File: src/rtl/mem_req_scheduler_pkg.sv
// Shared encodings and default sizes for the main-memory request scheduler.
package mem_req_scheduler_pkg;

  localparam int unsigned MEM_LATENCY_DEF    = 5;
  localparam int unsigned PHYS_ADDR_BITS_DEF = 20;
  localparam int unsigned LINE_BITS_DEF      = 128;
  localparam int unsigned AGE_LIMIT_DEF      = 4;
  localparam int unsigned AGE_BITS           = 3;

  typedef enum logic [1:0] {
    ST_IDLE   = 2'd0,
    ST_ACCESS = 2'd1,
    ST_DONE   = 2'd2
  } state_e;

  typedef enum logic [1:0] {
    GNT_NONE = 2'd0,
    GNT_IC   = 2'd1,
    GNT_DC   = 2'd2
  } gnt_e;

endpackage

File: src/rtl/mem_lat_counter.sv
// Loadable down-counter timing the fixed-latency memory access window.
module mem_lat_counter #(
  parameter int unsigned W = 3
) (
  input  logic         clock,
  input  logic         rst,
  input  logic         load,
  input  logic         dec,
  input  logic [W-1:0] value,
  output logic         zero
);

  logic [W-1:0] cnt_q;
  logic [W-1:0] cnt_d;

  // Load has priority; decrement stops at zero.
  always_comb begin
    cnt_d = cnt_q;
    if (load) begin
      cnt_d = value;
    end else if (dec && (cnt_q != '0)) begin
      cnt_d = cnt_q - W'(1);
    end
  end

  // Counter register.
  always_ff @(posedge clock or posedge rst) begin
    if (rst) cnt_q <= '0;
    else     cnt_q <= cnt_d;
  end

  assign zero = (cnt_q == '0);

endmodule

File: src/rtl/mem_req_scheduler.sv
// Arbitrates the single-ported main memory between I-cache fills and
// D-cache fills/write-backs, one fixed-latency transaction at a time.
// Optional I-side anti-starvation aging: define MEM_SCHED_AGING_EN.
module mem_req_scheduler
  import mem_req_scheduler_pkg::*;
#(
  parameter int unsigned MEM_LATENCY = MEM_LATENCY_DEF,
  parameter int unsigned ADDR_BITS   = PHYS_ADDR_BITS_DEF,
  parameter int unsigned LINE_BITS   = LINE_BITS_DEF
`ifdef MEM_SCHED_AGING_EN
  , parameter int unsigned AGE_LIMIT = AGE_LIMIT_DEF
`endif
) (
  input  logic                 clock,
  input  logic                 rst,
  input  logic                 ic_req,
  input  logic [ADDR_BITS-1:0] ic_addr,
  output logic                 ic_ready,
  output logic [LINE_BITS-1:0] ic_rdata,
  input  logic                 dc_req,
  input  logic                 dc_we,
  input  logic [ADDR_BITS-1:0] dc_addr,
  input  logic [LINE_BITS-1:0] dc_wdata,
  output logic                 dc_ready,
  output logic [LINE_BITS-1:0] dc_rdata,
  output logic                 mem_en,
  output logic                 mem_we,
  output logic [ADDR_BITS-1:0] mem_addr,
  output logic [LINE_BITS-1:0] mem_wdata,
  input  logic [LINE_BITS-1:0] mem_rdata,
  output logic                 busy
);

  localparam int unsigned CNT_W = (MEM_LATENCY > 1) ? $clog2(MEM_LATENCY) : 1;

  state_e                 state_q, state_d;
  gnt_e                   gnt_q, gnt_d;
  gnt_e                   pick;
  logic [ADDR_BITS-1:0]   addr_q, addr_d;
  logic                   we_q, we_d;
  logic [LINE_BITS-1:0]   wdata_q, wdata_d;
  logic                   cnt_load, cnt_dec, cnt_zero;

  logic                   mem_en_q, mem_en_d;
  logic                   mem_we_q, mem_we_d;
  logic [ADDR_BITS-1:0]   mem_addr_q, mem_addr_d;
  logic [LINE_BITS-1:0]   mem_wdata_q, mem_wdata_d;
  logic                   busy_q, busy_d;
  logic                   ic_ready_q, ic_ready_d;
  logic                   dc_ready_q, dc_ready_d;
  logic [LINE_BITS-1:0]   ic_rdata_q, ic_rdata_d;
  logic [LINE_BITS-1:0]   dc_rdata_q, dc_rdata_d;

`ifdef MEM_SCHED_AGING_EN
  logic [AGE_BITS-1:0]    age_q, age_d;

  // Arbitration: D-side first unless the I-side has lost AGE_LIMIT times in a row.
  always_comb begin
    pick  = GNT_NONE;
    age_d = age_q;
    if (ic_req && (age_q == AGE_BITS'(AGE_LIMIT))) pick = GNT_IC;
    else if (dc_req)                              pick = GNT_DC;
    else if (ic_req)                              pick = GNT_IC;
    if (state_q == ST_IDLE) begin
      if (pick == GNT_IC)                 age_d = '0;
      else if (pick == GNT_DC && ic_req)  age_d = age_q + AGE_BITS'(1);
    end
  end

  // Age register.
  always_ff @(posedge clock or posedge rst) begin
    if (rst) age_q <= '0;
    else     age_q <= age_d;
  end
`else
  // Arbitration: strict D-side priority (memory stage holds the older instruction).
  always_comb begin
    pick = GNT_NONE;
    if (dc_req)      pick = GNT_DC;
    else if (ic_req) pick = GNT_IC;
  end
`endif

  mem_lat_counter #(.W(CNT_W)) u_lat_cnt (
    .clock (clock),
    .rst   (rst),
    .load  (cnt_load),
    .dec   (cnt_dec),
    .value (CNT_W'(MEM_LATENCY - 1)),
    .zero  (cnt_zero)
  );

  // State register plus the latched transaction.
  always_ff @(posedge clock or posedge rst) begin
    if (rst) begin
      state_q <= ST_IDLE;
      gnt_q   <= GNT_NONE;
      addr_q  <= '0;
      we_q    <= 1'b0;
      wdata_q <= '0;
    end else begin
      state_q <= state_d;
      gnt_q   <= gnt_d;
      addr_q  <= addr_d;
      we_q    <= we_d;
      wdata_q <= wdata_d;
    end
  end

  // Next state: grant in IDLE, count down in ACCESS, one DONE cycle.
  always_comb begin
    state_d  = state_q;
    gnt_d    = gnt_q;
    addr_d   = addr_q;
    we_d     = we_q;
    wdata_d  = wdata_q;
    cnt_load = 1'b0;
    cnt_dec  = 1'b0;
    case (state_q)
      ST_IDLE: begin
        if (pick != GNT_NONE) begin
          state_d  = ST_ACCESS;
          gnt_d    = pick;
          cnt_load = 1'b1;
          if (pick == GNT_DC) begin
            addr_d  = dc_addr;
            we_d    = dc_we;
            wdata_d = dc_wdata;
          end else begin
            addr_d  = ic_addr;
            we_d    = 1'b0;
            wdata_d = '0;
          end
        end
      end
      ST_ACCESS: begin
        cnt_dec = 1'b1;
        if (cnt_zero) state_d = ST_DONE;
      end
      ST_DONE: begin
        state_d = ST_IDLE;
        gnt_d   = GNT_NONE;
      end
      default: begin
        state_d = ST_IDLE;
        gnt_d   = GNT_NONE;
      end
    endcase
  end

  // Output decode from the next state, so every output leaves a flop.
  always_comb begin
    mem_en_d    = (state_d == ST_ACCESS);
    mem_we_d    = mem_en_d && we_d;
    mem_addr_d  = mem_en_d ? addr_d  : '0;
    mem_wdata_d = mem_en_d ? wdata_d : '0;
    busy_d      = (state_d != ST_IDLE);
    ic_ready_d  = (state_d == ST_DONE) && (gnt_d == GNT_IC);
    dc_ready_d  = (state_d == ST_DONE) && (gnt_d == GNT_DC);
    ic_rdata_d  = ic_rdata_q;
    dc_rdata_d  = dc_rdata_q;
    if ((state_q == ST_ACCESS) && cnt_zero) begin
      if (gnt_q == GNT_IC)              ic_rdata_d = mem_rdata;
      if ((gnt_q == GNT_DC) && !we_q)   dc_rdata_d = mem_rdata;
    end
  end

  // Output registers.
  always_ff @(posedge clock or posedge rst) begin
    if (rst) begin
      mem_en_q    <= 1'b0;
      mem_we_q    <= 1'b0;
      mem_addr_q  <= '0;
      mem_wdata_q <= '0;
      busy_q      <= 1'b0;
      ic_ready_q  <= 1'b0;
      dc_ready_q  <= 1'b0;
      ic_rdata_q  <= '0;
      dc_rdata_q  <= '0;
    end else begin
      mem_en_q    <= mem_en_d;
      mem_we_q    <= mem_we_d;
      mem_addr_q  <= mem_addr_d;
      mem_wdata_q <= mem_wdata_d;
      busy_q      <= busy_d;
      ic_ready_q  <= ic_ready_d;
      dc_ready_q  <= dc_ready_d;
      ic_rdata_q  <= ic_rdata_d;
      dc_rdata_q  <= dc_rdata_d;
    end
  end

  assign mem_en    = mem_en_q;
  assign mem_we    = mem_we_q;
  assign mem_addr  = mem_addr_q;
  assign mem_wdata = mem_wdata_q;
  assign busy      = busy_q;
  assign ic_ready  = ic_ready_q;
  assign dc_ready  = dc_ready_q;
  assign ic_rdata  = ic_rdata_q;
  assign dc_rdata  = dc_rdata_q;

endmodule
File: config.mk
export PLATFORM = sky130hd
export DESIGN_NAME = mem_req_scheduler
export DESIGN_NICKNAME = d
export VERILOG_FILES = /design/src/rtl/mem_req_scheduler_pkg.sv /design/src/rtl/mem_lat_counter.sv /design/src/rtl/mem_req_scheduler.sv
export SDC_FILE = /design/constraint.sdc
export NUM_CORES = 1
export LEC_CHECK = 0
export CAP_MARGIN = 10
export CELL_PAD_IN_SITES_DETAIL_PLACEMENT = 1
export CELL_PAD_IN_SITES_GLOBAL_PLACEMENT = 2
export CORE_AREA = 2 2 279 281
export DETAILED_ROUTE_END_ITERATION = 7
export DIE_AREA = 0 0 281 283
export PLACE_DENSITY = 0.73
export SYNTH_ARGS = -nofsm -noshare
export SYNTH_HDL_FRONTEND = slang
export SYNTH_SLANG_ARGS = --single-unit
File: constraint.sdc
create_clock -name clock -period 54.3 [get_ports clock]
set_input_delay 5.43 -clock clock [delete_from_list [all_inputs] [get_ports clock]]
set_output_delay 5.43 -clock clock [all_outputs]
set_load 0.02 [all_outputs]
; ---- After elaboration in Yosys (flattened, before gate mapping)
; Cells that the tools add are included.
; Widths: inputs -> output; s select.
[op_classes]
add_sub_neg = 1
n_eq_ne = 8
mux = 23
n_reduce_logical = 15
[ops]
columns = cell, count
row1 = $mux 128, 4
row2 = $mux 20, 4
row3 = $eq 2x1->1 const B, 4
row4 = $eq 2x2->1 const B, 4
row5 = $mux 2, 4
row6 = $pmux 2 s2, 2
row7 = $mux 1, 7
row8 = $logic_and 1x1->1, 6
row9 = $mux 3, 2
row10 = $reduce_bool 2->1, 3
row11 = $reduce_and 2->1, 2
row12 = $logic_not 3->1, 1
row13 = $reduce_bool 3->1, 1
row14 = $sub 3x1->3 const B, 1
row15 = $logic_not 2->1, 1
row16 = $logic_not 1->1, 1
[totals]
reg_bits = 565
out_inout_bits = 409
word_cells = 62

; ---- Logic depth before layout (Yosys ltp)
; Gate-level depths: netlist (run 1).
[logic_depth]
depth_word = 7
mapped_depth = 8
depth_no_buf = 6

; ---- By module
; Synthesis (run 1) repeated with hierarchy kept, for this count alone.
[unflattened]
cells_unflattened = 1583
area_unflattened_um2 = 21333.0
[modules_own_cells]
columns = mod, n_inst, cells_per_inst, area_each_um2
row1 = mem_req_scheduler, 1, 1563, 21121.5
row2 = mem_lat_counter, 1, 20, 211.5

; ---- Least setup slack after synthesis (run 1)
; Ideal clock, no wire load.
[synth_path]
path_kind = input to register
startpoint = input port ic_req
endpoint = register mem_addr_q[0], in the netlist mem_addr[0]
setup_time_ps = 78
arrival_ps = 6490
required_ps = 54222
slack_ps = 47732
cell_stages = 5
n_path_buf = 2
path_cell_list = nor2_1 -> buf_2 -> clkbuf_1 -> o21ai_0 -> a21oi_1
[synth_via]
elab_chain_cells = 7
elab_cells_between_ends = 11
cone_classes = eq/ne (2) / mux (8) / reduce/logical (1)
[synth_rtl]
columns = element, line_no
row1 = start: declaration, mem_req_scheduler.sv:16  ; input logic ic_req,
row2 = $mux 1 (*), mem_req_scheduler.sv:80  ; else if (ic_req) pick = GNT_IC;
row3 = $mux 2 (*), mem_req_scheduler.sv:79  ; if (dc_req) pick = GNT_DC;
row4 = $reduce_bool 2->1 or $eq 2x2->1 (tied branches), "mem_req_scheduler.sv:121, mem_req_scheduler.sv:125"
row5 = $mux 2 or $mux 20 (tied branches), "mem_req_scheduler.sv:121, mem_req_scheduler.sv:125"
row6 = $pmux 2 s2 or $mux 20 (tied branches), "mem_req_scheduler.sv:119, mem_req_scheduler.sv:121"
row7 = $eq 2x1->1 or $mux 20 (tied branches), "mem_req_scheduler.sv:153, mem_req_scheduler.sv:119"
row8 = $mux 20 (*), mem_req_scheduler.sv:155  ; mem_addr_d = mem_en_d ? addr_d : '0;
row9 = named net mem_addr_d[0], mem_req_scheduler.sv:46  ; logic [ADDR_BITS-1:0] mem_addr_q, mem_addr_d;
row10 = end signal: assignment, mem_req_scheduler.sv:183  ; mem_addr_q <= mem_addr_d;
row11 = end: declaration, mem_req_scheduler.sv:46
; Mark *: on every way through the listed nets, which the timed path passes. The rest lies on a longest branch.
; A chain may end at the register's enable or synchronous reset.

==> results.md, run 1 <==
| Group | Metric | Value |
|:---|:---|:---|
| outcome | Result of the run | completed |
| critical path | CP startpoint kind | primary input |
| logic synthesis | Number of library cell types mapped by synthesis | 28 |
| route | Vias after detailed routing | 15,068 |
| timing | Post-route setup TNS | 0 ps |
| route | Number of nets still failing antenna checks after routing | 0 |
| route | Drt wl/cell | 21.2 µm |
| pwr | Reported leakage power | 13.5 nW |
| place | Cell area after placement | 28,700 µm² |
| clock network | Resize count post-CTS | 0 |
| route | DRC violation count after routing | 0 |
| grt | First-pass GRT wire length | 106 mm |
| final layout | Final instance area | 30,800 µm² |
| clock network | Clk Latency, worst-skew pair | 610 ps |
| timing | Final hold viol count | 0 |
| die | Num ports | 710 |
| logic synthesis | Netlist Area Pre-Place | 20,800 µm² |
| logic synthesis | Synthesis-stage register bit count | 565 |
| timing | Tmin final | 8760 ps |
| logic synthesis | Synthesis Warnings | 0 |
| place | Number of buffers inserted by port buffering | 709 |
| timing | Maximum clock rate | 0.114 GHz |
| timing | Fin. max-slew vios | 0 |
| clock network | CTS sink count | 565 |
| clock network | Hold buffer count at CTS | 0 |
| pwr | Relative contribution of combinational cells to total power | 42.6% |
| die | Die area | 79,500 µm² |
| critical path | Nature of the critical path endpoint | async pin |
| logic synthesis | Fraction of post-synthesis cell area in the top cell type by area | 67.9% |
| critical path | Cell at the slowest stage of the critical path | sky130_fd_sc_hd__buf_4 |
| clock network | Buffer cell driving the clock tree root | sky130_fd_sc_hd__clkbuf_16 |
| place | Post-DP HPWL | 51.2 mm |
| pwr | Worst vdd rail ir drop | 0.0347 mV |
| die | Row count | 102 |
| logic synthesis | Cell taking the most area after synthesis | sky130_fd_sc_hd__dfrtp_1 |
| critical path | Family with the most delay on the worst path | buffers and inverters |
| logic synthesis | Avg Inst Size Synth | 13.1 µm² |
| clock network | Htree depth | 2 |
| critical path | Path type of the worst setup path | in2async |
| pwr | Switching Power | 0.000699 W |
| critical path | Worst Path Buf+Inv | 5 |
| route | Violation count after the first detailed-routing iteration | 709 |
| clock network | Post-CTS clock slew at the launch and capture registers of the worst setup and hold paths | 60 ps |
| run | Total of max-cap violations | 0 |
| logic synthesis | Cell types occupying the most area after synthesis | sky130_fd_sc_hd__dfrtp_1, sky130_fd_sc_hd__mux2_2, sky130_fd_sc_hd__nand2_1, sky130_fd_sc_hd__a21oi_1, sky130_fd_sc_hd__o21ai_0 |
| clock network | TritonCTS clock tree | built |
| final layout | Layout Area Growth over Synthesis | 47.9% |
| critical path | Delay of the slowest cell on the worst path | 910 ps |
| timing | Relative max-transition margin | 22.3% |
| grt | Initial antenna violation count | 31 |
| die | Initial standard-cell utilization of the core | 27.2% |
| die | Area inside the core boundary | 76,700 µm² |
| logic synthesis | Syn Inst Count | 1,595 |
| timing | Slew at the pin with the worst max-slew slack | 1170 ps |
| grt | Number of global-route vias before repair | 16,388 |
| timing | Setup repair after global routing missed its margin | false |
| final layout | Layout Utilization | 40.2% |
| hold path | HP Class | reg2reg |
| place | GP Congestion | 0.799 |
| logic synthesis | Share of synthesized area occupied by flip-flops and latches | 67.9% |
| grt | GRT overflow | 0 |
| critical path | CP Cell Sequence | clkdlybuf4s50_1 > inv_8 > buf_4 > buf_4 > buf_4 |
| timing | Period Utilization, post-route | 16.1% |
| pwr | Switching Fraction | 36.0% |
| clock network | Max Root-Sink Buffers | 3 |
| critical path | Arrival time at the worst endpoint | 9340 ps |
| pwr | Power density over the cells | 62.9 nW/µm² |
| clock network | Clock buffers created by TritonCTS | 61 |
| final layout | Layout cells sized above 1 | 16.2% |
| route | Detailed Routing Iterations Pass 1 | 4 |
| route | Via density per instance | 4.46 |
| grt | GRT Overall Usage | 17.6% |
| critical path | Cell with the most instances on the worst path | sky130_fd_sc_hd__buf_4 |
| final layout | Total number of nets in the final design | 2,587 |
| pwr | Sequential power share | 35.7% |
| timing | Setup violators final | 0 |
| logic synthesis | Net count after synthesis | 1,898 |
| die | Die boundary height | 283 µm |
| pwr | Internal power consumption | 0.00124 W |
| timing | Skew final | 24.0 ps |
| critical path | Required time reported for the critical path endpoint | 54,880 ps |
| route | DRT Wirelength | 71.7 mm |
| pwr | Clock power share | 21.7% |
| clock network | Number of post-CTS setup repair buffers | 0 |
| critical path | Maximum fanout along the worst path | 119 |
| die | Die Width | 281 µm |
| grt | Maximum number of pins on one net before global-route repair | 171 |
-- cell families (layout without fill, tap and decap cells) --
| logic type | count (synthesis) | after routing | share of synthesized area (%) |
|---|---|---|---|
| AOI/OAI and AO/OA | 324 | 324 | 8.13 |
| adders and majority gates | 2 | 2 | 0.120 |
| buffers and inverters | 108 | 841 | 3.31 |
| DFF | 565 | 565 | 67.9 |
| muxes | 256 | 256 | 13.8 |
| other | 0 | 12 | 0 |
| and+or+nand+nor | 340 | 340 | 6.72 |
-- final cells by class --
class                      count  area [µm²]
fill                        8076       45900
sequential                   565       14100
timing repair buffer         726        7240
multi-input combinational    922        6030
clock buffer                  89        1800
tap                         1040        1300
clock inverter                18         231
inverter                       8        37.5
antenna                       12        30.0
-- registers in the layout, summed over array words and instances, names as in the netlist --
name,cells
dc_rdata,128
ic_rdata,128
mem_wdata,128
wdata_q,128
addr_q,20
mem_addr,20
u_lat_cnt.cnt_q,3
gnt_q,2
state_q,2
busy,1
dc_ready,1
ic_ready,1
mem_en,1
mem_we,1
we_q,1
-- cell usage after synthesis --
| master | count |
|---|---|
| sky130_fd_sc_hd__a21o_1 | 20 |
| sky130_fd_sc_hd__a21oi_1 | 151 |
| sky130_fd_sc_hd__a2bb2oi_4 | 1 |
| sky130_fd_sc_hd__and4bb_1 | 1 |
| sky130_fd_sc_hd__buf_1 | 4 |
| sky130_fd_sc_hd__buf_2 | 11 |
| sky130_fd_sc_hd__buf_4 | 2 |
| sky130_fd_sc_hd__buf_6 | 35 |
| sky130_fd_sc_hd__clkbuf_1 | 48 |
| sky130_fd_sc_hd__dfrtp_1 | 565 |
| sky130_fd_sc_hd__ha_1 | 2 |
| sky130_fd_sc_hd__inv_1 | 8 |
| sky130_fd_sc_hd__mux2_2 | 256 |
| sky130_fd_sc_hd__nand2_1 | 300 |
| sky130_fd_sc_hd__nand2b_1 | 3 |
| sky130_fd_sc_hd__nand3_1 | 3 |
| sky130_fd_sc_hd__nand3b_1 | 21 |
| sky130_fd_sc_hd__nor2_1 | 3 |
| sky130_fd_sc_hd__nor2b_1 | 2 |
| sky130_fd_sc_hd__nor3_1 | 1 |
| sky130_fd_sc_hd__nor3b_1 | 2 |
| sky130_fd_sc_hd__nor4_1 | 1 |
| sky130_fd_sc_hd__o21ai_0 | 150 |
| sky130_fd_sc_hd__o21ai_1 | 1 |
| sky130_fd_sc_hd__o22ai_1 | 1 |
| sky130_fd_sc_hd__or2_1 | 1 |
| sky130_fd_sc_hd__or2_2 | 1 |
| sky130_fd_sc_hd__or4_1 | 1 |
-- worst reg2reg max path: stages, from the launching register on --
cell,delay (ps)
sky130_fd_sc_hd__dfrtp_1,320
sky130_fd_sc_hd__inv_1,70
sky130_fd_sc_hd__ha_1,230
sky130_fd_sc_hd__and4bb_1,260
sky130_fd_sc_hd__nand3b_1,800
sky130_fd_sc_hd__buf_4,800
sky130_fd_sc_hd__buf_4,850
sky130_fd_sc_hd__mux2_2,470
-- per-stage QoR --
| stage | hold slack (ps) | setup WS (ps) | total power (W) | cells |
|---|---|---|---|---|
| after global routing | 512 | 44940 | 0.00205 | 3377 |
| after global placement | 486 | 44820 | 0.00151 | 3261 |
| after detailed placement | 492 | 44680 | 0.00153 | 3261 |
| final | 502 | 45540 | 0.00194 | 3380 |
| after CTS | 506 | 45360 | 0.00197 | 3368 |
| after floorplan | 482 | 33070 | 0.00113 | 1595 |
-- per-layer routing --
metal / global-route usage (%) / routed length [µm]
met2: 31.0 / 36200
met3: 7.57 / 7420
met4: 5.64 / 2090
met5: 0 / 91
met1: 18.9 / 26000
-- worst paths after layout --
path	start	endpoint	slack (ps)	cells after the start
max	rst	wdata_q[84]$_DFF_PP0_	45540	5
min	dc_rdata[40]$_DFFE_PP0P_	dc_rdata[40]$_DFFE_PP0P_	500	1
max reg2reg	u_lat_cnt.cnt_q[0]$_DFFE_PP0P_	ic_rdata[85]$_DFFE_PP0P_	50400	7
min reg2reg	dc_rdata[40]$_DFFE_PP0P_	dc_rdata[40]$_DFFE_PP0P_	500	1
max in group clock	dc_req	mem_wdata[65]$_DFF_PP0_	46520	7
min in group asynchronous	rst	ic_rdata[90]$_DFFE_PP0P_	5400	2
-- power groups by stage --
stage | Clock [W] | Sequential, W | Combinational, W
6_report | 0.000421 | 0.000692 | 0.000825
5_1_grt | 0.000451 | 0.000716 | 0.000884
4_1_cts | 0.000435 | 0.000695 | 0.000838
3_5_place_dp | 0 | 0.000701 | 0.000834
3_3_place_gp | 0 | 0.000690 | 0.000816
2_1_floorplan | 0 | 0.000851 | 0.000277
-- cell usage in the layout, fill, tap and decap left out, types with 2 or more instances in the layout --
master                            count
sky130_fd_sc_hd__clkdlybuf4s50_1    709
sky130_fd_sc_hd__nand3_1              2
sky130_fd_sc_hd__inv_6                3
sky130_fd_sc_hd__clkbuf_1            11
sky130_fd_sc_hd__a21o_1              20
sky130_fd_sc_hd__clkbuf_16           61
sky130_fd_sc_hd__nor2_1               2
sky130_fd_sc_hd__nand2b_1             3
sky130_fd_sc_hd__clkbuf_8            17
sky130_fd_sc_hd__clkinvlp_4           2
sky130_fd_sc_hd__a21oi_1            151
sky130_fd_sc_hd__ha_1                 2
sky130_fd_sc_hd__buf_4               16
sky130_fd_sc_hd__nor2b_1              2
sky130_fd_sc_hd__nand3b_1            21
sky130_fd_sc_hd__mux2_2             256
sky130_fd_sc_hd__diode_2             12
sky130_fd_sc_hd__inv_1                7
sky130_fd_sc_hd__clkinv_2             8
sky130_fd_sc_hd__bufinv_16            5
sky130_fd_sc_hd__dfrtp_1            565
sky130_fd_sc_hd__nand2_1            300
sky130_fd_sc_hd__o21ai_0            150
No activity file was read; power rests on OpenSTA's default activity.
==> run 2, diff against run 1 <==
CORE_AREA = 2 2 280 282   (was 2 2 279 281)
DIE_AREA = 0 0 282 284   (was 0 0 281 283)
clock period = 8.7 ns   (was 54.3 ns; I/O delays follow)
==> run 2 against run 1 <==
Net effect: via count rose by 0.59%; sequential share of layout area shrank 0.34 points; hold slack worse by 3.1 ps; combinational power grew to 6.2 times the previous value; sequential cell count unchanged; clock skew rose by 5.4 ps; final cell count is 0.27% higher; critical path type is now in2reg; critical endpoint is now mem_wdata[48]$_DFF_PP0_; highest routed layer unchanged.
==> results.md, run 2 (synthesized netlist as in run 1, its figures left out) <==
| Group | Metric | Value | vs previous |
|:---|:---|:---|:---|
| clock network | Buffer cell driving the clock tree root | sky130_fd_sc_hd__clkbuf_16 |  |
| timing | Worst setup margin | 5320 ps | -40,220 ps |
| critical path | Arrival time at the worst endpoint | 3870 ps | -5470 ps |
| clock network | Clk Latency, worst-skew pair | 590 ps | -20 ps |
| hold path | HP Class | reg2reg |  |
| grt | Number of global-route vias before repair | 17,193 | +4.9% |
| grt | Maximum number of pins on one net before global-route repair | 163 | -4.7% |
| die | Die Width | 282 µm | +0.36% |
| clock network | TritonCTS clock tree | built |  |
| die | Area inside the core boundary | 77,000 µm² | +0.33% |
| outcome | Result of the run | completed |  |
| pwr | Overall power of the completed layout | 0.0123 W | +530% |
| timing | Maximum clock rate | 0.296 GHz |  |
| route | Detailed Routing Iterations Pass 1 | 4 | unchanged |
| timing | Slew at the pin with the worst max-slew slack | 1130 ps | -30.6 ps |
| clock network | Number of post-CTS setup repair buffers | 0 | unchanged |
| pwr | Clock power share | 22.9% | +1.2 points |
| die | Initial standard-cell utilization of the core | 27.1% | -0.090 points |
| critical path | Required time reported for the critical path endpoint | 9190 ps | -45,690 ps |
| timing | Relative max-transition margin | 24.3% | +2.0 points |
| clock network | Post-CTS clock slew at the launch and capture registers of the worst setup and hold paths | 50 ps | about the same |
| timing | Setup repair after global routing missed its margin | false |  |
| final layout | Sequential cell area | 14,100 µm² | unchanged |
| place | GP Congestion | 0.777 | -2.7% |
| hold path | Worst Hold Depth | 1 | unchanged |
| pwr | Internal power consumption | 0.00787 W | +540% |
| critical path | FF-to-FF End | dc_rdata[0]$_DFFE_PP0P_ |  |
| critical path | Maximum fanout along the worst path | 84 | -29% |
| clock network | Hold buffer count at CTS | 0 | unchanged |
| pwr | Relative contribution of combinational cells to total power | 41.9% | -0.7 points |
| clock network | Htree depth | 3 | +1 |
| place | Number of buffers inserted by port buffering | 709 | unchanged |
| grt | Initial antenna violation count | 27 | -13% |
| final layout | Layout cells sized above 1 | 16.2% | +0.059 points |
| timing | Final hold viol count | 0 | unchanged |
| pwr | Switching Power | 0.00440 W | +530% |
| final layout | Layout Area Growth over Synthesis | 49.0% |  |
| critical path | CP startpoint kind | primary input |  |
| pwr | Power density over the cells | 395 nW/µm² | +530% |
| hold path | Terminating pin of the worst hold path | dc_rdata[59]$_DFFE_PP0P_ |  |
| timing | Fin. max-slew vios | 0 | unchanged |
| timing | Post-route setup TNS | 0 ps | unchanged |
| critical path | Nature of the critical path endpoint | flip-flop |  |
| timing | Skew final | 29.4 ps | +5.42 ps |
| hold path | Hold Startpoint | dc_rdata[59]$_DFFE_PP0P_ |  |
| final layout | Fill cell instance count of the final layout | 8,250 | +2.2% |
| die | Row count | 102 | unchanged |
| route | Via density per instance | 4.47 | +0.32% |
| pwr | Reported leakage power | 13.6 nW | +0.67% |
| clock network | CTS sink count | 565 | unchanged |
| route | Drt wl/cell | 21.6 µm | +1.5% |
| route | Number of nets still failing antenna checks after routing | 0 | unchanged |
| route | DRT Wirelength | 73.0 mm | +1.8% |
| timing | Setup violators final | 0 | unchanged |
| final layout | Area of combinational cells with multiple inputs | 6030 µm² | unchanged |
| place | Dpl ws | 4680 ps | -40,000 ps |
| place | Number of placed instances with taps included | 3,260 | -0.031% |
| critical path | R2r startpoint | u_lat_cnt.cnt_q[0]$_DFFE_PP0P_ |  |
| route | DRC violation count after routing | 0 | unchanged |
| grt | GRT Overall Usage | 17.9% | +0.33 points |
| timing | Period Utilization, post-route | 38.9% |  |
| run | Total of max-cap violations | 0 | unchanged |
| die | Num ports | 710 | unchanged |
| critical path | Path type of the worst setup path | in2reg |  |
| clock network | Resize count post-CTS | 0 | unchanged |
| pwr | Sequential power share | 35.2% | -0.5 points |
| final layout | Number of cells in the finished layout apart from fillers | 3,389 | +0.27% |
| die | Die area | 80,100 µm² | +0.71% |
| final layout | Most frequent cells in the layout | sky130_fd_sc_hd__clkdlybuf4s50_1, sky130_fd_sc_hd__dfrtp_1, sky130_fd_sc_hd__nand2_1 |  |
| die | Die boundary height | 284 µm | +0.35% |
| critical path | Setup slack of the most critical reg-to-reg path | 5520 ps | -44,880 ps |
| timing | Tmin final | 3380 ps |  |
| final layout | Total number of nets in the final design | 2,592 | +0.19% |
| final layout | Leading cell type in the layout, fill and taps excluded | sky130_fd_sc_hd__clkdlybuf4s50_1 |  |
| final layout | Final instance area | 31,000 µm² | +0.74% |
| clock network | Clock buffers created by TritonCTS | 67 | +9.8% |
| pwr | Switching Fraction | 35.9% | -0.20 points |
| critical path | R2R depth | 7 | unchanged |
| place | Post-DP HPWL | 52.2 mm | +1.9% |
| clock network | Max Root-Sink Buffers | 3 | unchanged |
| grt | First-pass GRT wire length | 109 mm | +2.5% |
| grt | GRT overflow | 0 | unchanged |
| route | Violation count after the first detailed-routing iteration | 577 | -19% |
| route | Vias after detailed routing | 15,157 | +0.59% |
| pwr | Worst vdd rail ir drop | 0.208 mV | +500% |
| place | Cell area after placement | 28,800 µm² | +0.13% |
[run 2: worst max-delay path by stage]
stage	startpoint	end	slack, ps	cells past startpoint
global route	dc_req	mem_wdata[49]$_DFF_PP0_	5070	7
CTS	dc_req	mem_wdata[38]$_DFF_PP0_	5270	7
finish	dc_req	mem_wdata[48]$_DFF_PP0_	5320	7
detailed placement	dc_req	mem_wdata[69]$_DFF_PP0_	4680	7
global placement	dc_req	mem_wdata[36]$_DFF_PP0_	4750	7
floorplan	rst	addr_q[0]$_DFF_PP0_	140	1
[run 2: metrics by stage]
| stage | util (%) | hold slack [ps] |
|---|---|---|
| 2_1_floorplan | - | 482 |
| 3_3_place_gp | 37.4 | 486 |
| 3_5_place_dp | 37.4 | 492 |
| 4_1_cts | 40.3 | 505 |
| 5_1_grt | 40.3 | 514 |
| 6_report | 40.3 | 499 |
[run 2: worst max-delay path, cell delays in order]
cell                              delay, ps
sky130_fd_sc_hd__clkdlybuf4s50_1        450
sky130_fd_sc_hd__buf_4                  350
sky130_fd_sc_hd__nor3b_2                350
sky130_fd_sc_hd__buf_4                  500
sky130_fd_sc_hd__buf_4                  810
sky130_fd_sc_hd__nand2_1                190
sky130_fd_sc_hd__a21oi_1                200
[run 2: power by group through the flow]
stage | Clock, W | Sequential [W] | Combinational (W)
after CTS | 0.00291 | 0.00433 | 0.00524
after detailed placement | 0 | 0.00437 | 0.00522
after global placement | 0 | 0.00430 | 0.00510
after floorplan | 0 | 0.00531 | 0.00173
after global routing | 0.00302 | 0.00446 | 0.00553
final | 0.00281 | 0.00432 | 0.00514
[run 2: final cells by class]
type / instances / area share, %
Antenna cell: 11 / 0.0887
Sequential cell: 565 / 45.6
Inverter: 8 / 0.109
Timing Repair Buffer: 725 / 23.5
Multi-Input combinational cell: 922 / 19.4
Clock inverter: 15 / 0.645
Clock buffer: 103 / 6.53
Tap cell: 1040 / 4.19
[run 2: layer usage]
layer	vias to the layer above	track usage, %	routed length [µm]
li1	6833	-	-
met1	7679	18.0	25000
met2	495	32.5	38000
met3	134	7.59	7450
met4	16	7.03	2450
met5	-	0	100
==> edit: new RTL, flow settings as in run 2 <==
The option `MEM_SCHED_AGING_EN` is turned on by a define.
--- a/src/rtl/mem_req_scheduler.sv
+++ b/src/rtl/mem_req_scheduler.sv
@@ -1,6 +1,8 @@
 // Arbitrates the single-ported main memory between I-cache fills and
 // D-cache fills/write-backs, one fixed-latency transaction at a time.
 // Optional I-side anti-starvation aging: define MEM_SCHED_AGING_EN.
+`define MEM_SCHED_AGING_EN
+
 module mem_req_scheduler
   import mem_req_scheduler_pkg::*;
 #(
Check against the original RTL: no difference found for any inputs over 4 cycles, from zero or initial values and one cycle with rst high; that may be too few to reach the edited logic, so the function may still have changed.
==> edit against run 2 <==
  * Via count increased by 6.5%
  * Final area up 2.9%
  * Combinational power up 8.0%
  * Clock skew down 0.0096 ns
  * Sequential cell count grew 3
  * Largest cell class unchanged
  * Total power increased by 4.5%
  * Area after synthesis is 5.2% higher
  * Synthesized cell count up 2.4%
  * Global-route usage grew 1.9 points
  * Routed wire length is 11% higher
  * Setup slack lost 0.23 ns
  * Critical path type unchanged
  * Non-clock buffer count rose by 3
==> edit: results (changes against run 2) <==
post-DR vias/cell: 4.76 (+6.4%)
Hold WS: 0.496 ns (-0.00296 ns)
Critical Path End: mem_addr[18]
Total GRT Usage: 19.8% (+1.9 points)
met3 GRT Util: 7.20% (-0.40 points)
largest net degree at the start of global routing: 164 (+0.61%)
CLK BUF: 100 (-2.9%)
R2R Path End: ic_rdata[121]
Final Cycle Share: 41.5% (+2.6 points)
Final Wtd Congestion: 0.795 (+2.3%)
Compound-Gate Fraction of Synth Area: 9.09% (+0.96 points)
Logic power comb: 5.55 mW (+8.0%)
count of state elements after synthesis: 568 (+0.53%)
HPWL after DPL: 56200 um (+7.6%)
WL met1: 29800 um (+19%)
P_seq: 4.41 mW (+2%)
initial antenna violation count: 29 (+7.4%)
worst hold endpoint: dc_rdata[18]
syn avg cell area: 13.4 um^2 (+2.7%)
leak pwr: 13.8 nW (+1.6%)
Nets: 2602 (+0.39%)
R2R depth: 8 (+1)
Commonest cells post-synth: dfrtp_1, a21oi_1, o21ai_0, mux2_2, nand2_1
Post-Syn Nets: 1939 (+2.2%)
Post-DP Area: 0.0297 mm^2 (+3.1%)
status: finished, final reports clean
met1 usage: 21.8% (+3.8 points)
Fill cells: 8022 (-2.8%)
inverter count: 12 (+4)
sequential cell area: 0.0142 mm^2 (+0.53%)
==> edit: changes by cell type after synthesis, moves of 13 or more <==
cell | before | now
clkbuf_1 | 48 | 73
a311oi_1 | 0 | 21
buf_6 | 35 | 16
a211oi_1 | 0 | 20
nand3b_1 | 21 | 1
buf_12 | 0 | 13
nand4_1 | 0 | 130
buf_1 | 4 | 18
mux2_2 | 256 | 155
nand2_1 | 300 | 133
a21o_1 | 20 | 0
mux2_4 | 0 | 100
a21oi_1 | 151 | 172
==> edit: worst reg2reg max path: cells and delay by family (launching register included) <==
| family | cells | cell delay [ns] |
|---|---|---|
| buffers and inverters | 4 | 1.78 |
| adders and majority gates | 1 | 0.26 |
| DFF | 1 | 0.36 |
| and+or+nand+nor | 2 | 0.23 |
| muxes | 1 | 0.56 |
